`src/rtl/full_adder_reg_if.sv`:
```
// Operand/result bundle for full_adder_reg. Define FA_OVERFLOW_EN to add the ov signal.
// Handshake: valid-only, no ready. The master presents a0/a1/c0 with in_valid=1 for one
// edge and the slave returns s/c1 (and ov) with out_valid=1 one cycle later. The slave
// never stalls, so a valid input is accepted on every edge where in_valid=1.
interface full_adder_reg_if #(
   parameter int WIDTH = 1
);
   logic             in_valid;
   logic [WIDTH-1:0] a0;
   logic [WIDTH-1:0] a1;
   logic             c0;
   logic [WIDTH-1:0] s;
   logic             c1;
   logic             out_valid;
`ifdef FA_OVERFLOW_EN
   logic             ov;

   modport master (output in_valid, a0, a1, c0, input s, c1, out_valid, ov);
   modport slave  (input in_valid, a0, a1, c0, output s, c1, out_valid, ov);
`else
   modport master (output in_valid, a0, a1, c0, input s, c1, out_valid);
   modport slave  (input in_valid, a0, a1, c0, output s, c1, out_valid);
`endif
endinterface

```
`src/rtl/full_adder_reg.sv`:
```
// Registered ripple-carry adder: {c1,s} = a0 + a1 + c0, captured one cycle after in_valid.
// Define FA_OVERFLOW_EN to add a registered two's-complement overflow flag (ov).
module full_adder_reg #(
   parameter int WIDTH = 1
) (
   input  logic            clk,
   input  logic            reset,
   full_adder_reg_if.slave bus
);

   logic [WIDTH:0]   carry;
   logic [WIDTH-1:0] sum_d;
   logic [WIDTH-1:0] s_q;
   logic             c1_q;
   logic             valid_q;

   // carry[i] is the carry into bit i; carry[WIDTH] is the adder carry-out.
   always_comb begin
      carry    = '0;
      sum_d    = '0;
      carry[0] = bus.c0;
      for (int i = 0; i < WIDTH; i++) begin
         sum_d[i]     = bus.a0[i] ^ bus.a1[i] ^ carry[i];
         carry[i + 1] = (bus.a0[i] & bus.a1[i]) | (bus.a0[i] & carry[i]) |
                        (bus.a1[i] & carry[i]);
      end
   end

   // Result registers only load on in_valid, so operands that are X while idle cannot reach them.
   always_ff @(posedge clk) begin
      if (reset) begin
         s_q     <= '0;
         c1_q    <= 1'b0;
         valid_q <= 1'b0;
      end else begin
         valid_q <= bus.in_valid;
         if (bus.in_valid) begin
            s_q  <= sum_d;
            c1_q <= carry[WIDTH];
         end
      end
   end

   assign bus.s         = s_q;
   assign bus.c1        = c1_q;
   assign bus.out_valid = valid_q;

`ifdef FA_OVERFLOW_EN
   logic ov_d;
   logic ov_q;

   assign ov_d = carry[WIDTH - 1] ^ carry[WIDTH];

   always_ff @(posedge clk) begin
      if (reset) begin
         ov_q <= 1'b0;
      end else if (bus.in_valid) begin
         ov_q <= ov_d;
      end
   end

   assign bus.ov = ov_q;
`endif

endmodule

```
`src/flat_wrapper.sv`:
```
// flat-port wrapper written by rule: the top's interface ports become plain ports
module full_adder_reg_flat 
#(
   parameter int WIDTH = 1
)
  (clk, reset, bus_in_valid, bus_a0, bus_a1, bus_c0, bus_s, bus_c1, bus_out_valid);
  full_adder_reg_if #(.WIDTH(WIDTH)) bus_i ();
  input  logic clk;
  input  logic reset;
  input wire logic [$bits(bus_i.in_valid)-1:0] bus_in_valid;
  input wire logic [$bits(bus_i.a0)-1:0] bus_a0;
  input wire logic [$bits(bus_i.a1)-1:0] bus_a1;
  input wire logic [$bits(bus_i.c0)-1:0] bus_c0;
  output wire logic [$bits(bus_i.s)-1:0] bus_s;
  output wire logic [$bits(bus_i.c1)-1:0] bus_c1;
  output wire logic [$bits(bus_i.out_valid)-1:0] bus_out_valid;
  assign bus_i.in_valid = bus_in_valid;
  assign bus_i.a0 = bus_a0;
  assign bus_i.a1 = bus_a1;
  assign bus_i.c0 = bus_c0;
  assign bus_s = bus_i.s;
  assign bus_c1 = bus_i.c1;
  assign bus_out_valid = bus_i.out_valid;
  full_adder_reg #(.WIDTH(WIDTH)) u_core (.clk(clk), .reset(reset), .bus(bus_i));
endmodule
```
`config.mk`:
```
export PLATFORM = sky130hd
export DESIGN_NAME = full_adder_reg_flat
export DESIGN_NICKNAME = d
export VERILOG_FILES = /design/src/rtl/full_adder_reg_if.sv /design/src/rtl/full_adder_reg.sv /design/src/flat_wrapper.sv
export SDC_FILE = /design/constraint.sdc
export NUM_CORES = 1
export LEC_CHECK = 0
export ABC_CLOCK_PERIOD_IN_PS = 800
export BUFFER_PORTS_ARGS = -buffer_cell sky130_fd_sc_hd__buf_2
export CORE_AREA = 2 2 39 41
export CTS_CLUSTER_DIAMETER = 120
export DETAILED_ROUTE_END_ITERATION = 12
export DIE_AREA = 0 0 41 43
export GPL_ROUTABILITY_DRIVEN = 1
export HOLD_SLACK_MARGIN = 0.06
export SLEW_MARGIN = 10
export SYNTH_ARGS = -nofsm -noshare
export SYNTH_HDL_FRONTEND = slang
export SYNTH_SLANG_ARGS = --single-unit
```
`constraint.sdc`:
```
create_clock -name clk -period 0.8 [get_ports clk]
set_input_delay 0.04 -clock clk [delete_from_list [all_inputs] [get_ports clk]]
set_output_delay 0.04 -clock clk [all_outputs]
set_load 0.01 [all_outputs]
```
==> results.yml <==
outcome:
  outcome: "finished, final reports clean"
placed_design:
  place_inst: 33
  place_area_sq_um: 173.9
  globalplace.congestion: 0.5734
  portBuffers: 8
  dpl_worst_slack_ns: -0.1255
pwr:
  cellLeakagePower_nw: 0.1035
  ir_drop_mv: 0.5079
  p_per_area_mw_per_mm2: 2354
detailed_routing:
  ant_nets: 0
  drc: 0
  via_per_inst: 2.895
  via_count: 110
  dr.pass1.iters: 2
  first_iter_violations: 3
  finalWirelength_um: 300
  routedWlPerCell_um: 7.895
synth:
  synth-seq-cells: 3
  synth_nets: 16
  yosysSeqAreaShare_pct: 52.75
  yosys_warnings: 0
  synth_top_area_share_pct: 52.75
  synthCells: 9
  synth_largest_area_cell: "dfxtp_1"
  syn_area_sq_um: 113.9
  synth_area_leaders: "dfxtp_1 (53%), fa_1 (18%), mux2i_1 (18%)"
  syn_area_per_cell_sq_um: 12.65
  yosysUniqueCellTypes: 5
sta:
  maxSlewHeadroom_pct: 91.85
  rsz0062_at_grt: "false"
  fin_worst_skew_ns: 0
  min_period_ns: 0.7365
  timing.hold.ws_ns: 0.08483
  worst_pin_slew_ns: 0.1188
  finalCritPeriodShare_pct: 92.07
  finalSetupTns_ns: 0
  setup_ws_ns: 0.06345
  fmaxAchievable_mhz: 1358
  timing_hold_violations_final: 0
  maxSlewViolCount: 0
  setup_viol: 0
critical_path:
  path_delay_family: "flip-flops"
  crit_path_end_kind: "primary output"
  worst_path_max_delay_cell: "dfxtp_1"
  slowest_delay_ns: 0.32
  cp_cell_sequence: "buf_2"
  crit-reg2reg-launch: "u_core.bus.s"
  startpoint_type: "register"
  worstPathArrival_ns: 0.70
  required_ns: 0.76
  rrSetupSlack_ns: 0.22
  crit_path_max_fanout: 2
  worstRegToRegCells: 2
  r2r_end: "u_core.bus.s"
  path_class: "register to primary output"
  critPathBufInv: 1
die:
  die_x_um: 41
  start_util_pct: 8.228
  die-area_sq_mm: 0.001763
  die_h_um: 43
  io_pins: 9
  fp-row-count: 14
  core_sq_mm: 0.001384
cts:
  cts_tree: "yes"
  post_cts_buffers: 0
  path_clk_slew_ns: 0.04
  cts_inserted_buffers: 3
  cts-root-buf: "clkbuf_4"
  cts_resized: 0
  cts_max_path_buffers: 2
  h-tree-depth: 1
  clk_latency_ns: 0.23
  cts.sinks: 3
layout:
  antenna_cells: 0
  syn2layout_area_growth_pct: 84.62
  nFillCells: 165
  fin_area_sq_um: 210.2
  layout.nets: 30
  fin_cells: 38
  drive_above_1_share_pct: 50.00
min_path:
  hold_class: "primary input to register"
  worstHoldStart: "bus_in_valid"
  min_to: "u_core.bus.out_valid"
  whs_path_depth: 2
global_route:
  grt_pass1_vias: 118
  grt_util_all_layers_pct: 5.327
  grt_remaining_overflow: 0
  grt_antenna_before_repair: 0
  grt_pass1_wl_um: 483
  grt_max_degree: 4
run:
  drv_cap: 0
==> worst max path at each step <==
| stage | start | to | slack (ns) | depth (start not counted) |
|---|---|---|---|---|
| 6_report | u_core.bus.c1 | bus_c1 | 0.06 | 1 |
| 5_1_grt | u_core.bus.c1 | bus_c1 | 0.006 | 1 |
| 4_1_cts | u_core.bus.s | bus_s | 0.04 | 1 |
| 3_5_place_dp | bus_c0 | u_core.bus.s | -0.13 | 4 |
| 3_3_place_gp | bus_c0 | u_core.bus.s | -0.11 | 4 |
| 2_1_floorplan | bus_c0 | u_core.bus.s | 0.02 | 3 |
==> cell type report <==
class                           count  area [sq um]  share of cell area (%)
Clock buffer                        4         26.28                   12.50
Multi-Input combinational cell      6         53.80                   25.60
Timing Repair Buffer                9         50.05                   23.81
Sequential cell                     3         60.06                   28.57
Tap cell                           16         20.02                   9.524
==> sequential cells by signal, indices dropped and copies added (netlist names) <==
signal	cells
u_core.bus.s	1
u_core.bus.c1	1
u_core.bus.out_valid	1
==> power by group <==
part | switching, mW | internal [mW] | total, mW
clock network | 0.0829 | 0.187 | 0.270
registers | 0.00471 | 0.161 | 0.166
logic | 0.0269 | 0.0318 | 0.0587
total | 0.114 | 0.380 | 0.495
==> metal layers <==
metal	vias to the layer above	global-route usage (%)	wire (um)
met5	-	0	0
met3	0	8.377	57
met1	45	4.194	152
met4	0	6.000	0
li1	56	-	-
met2	9	4.688	91
==> cell usage after synthesis <==
cell type  instances
dfxtp_1            3
fa_1               1
nor2b_1            1
mux2i_1            2
nor2_1             2
==> cells by family after synthesis <==
family / after synthesis / synth area share, %
flip-flops: 3 / 52.75
AND/OR/NAND/NOR: 3 / 12.09
multiplexers: 2 / 17.58
adder cells (fa/ha/maj): 1 / 17.58
==> per-stage QoR <==
stage | util (%) | power, mW
2_1_floorplan | - | 0.1916
3_3_place_gp | 12.57 | 0.2229
3_5_place_dp | 12.57 | 0.2250
4_1_cts | 15.19 | 0.5140
5_1_grt | 15.19 | 0.5423
6_report | 15.19 | 0.4949
==> timing repair <==
item | 4_1_cts | 5_1_grt
hold endpoints to repair | 3 | 0
endpoints found under the setup margin | 0 | 0
hold buffers | 1 | 0
==> placed cells by master (no fill, tap or decap) <==
master         instances
fa_1                   1
buf_2                  8
dlygate4sd3_1          1
nor2b_1                1
nor2_1                 2
clkbuf_4               3
mux2i_1                2
clkbuf_1               1
dfxtp_1                3
(Power assumes the default switching activity.)
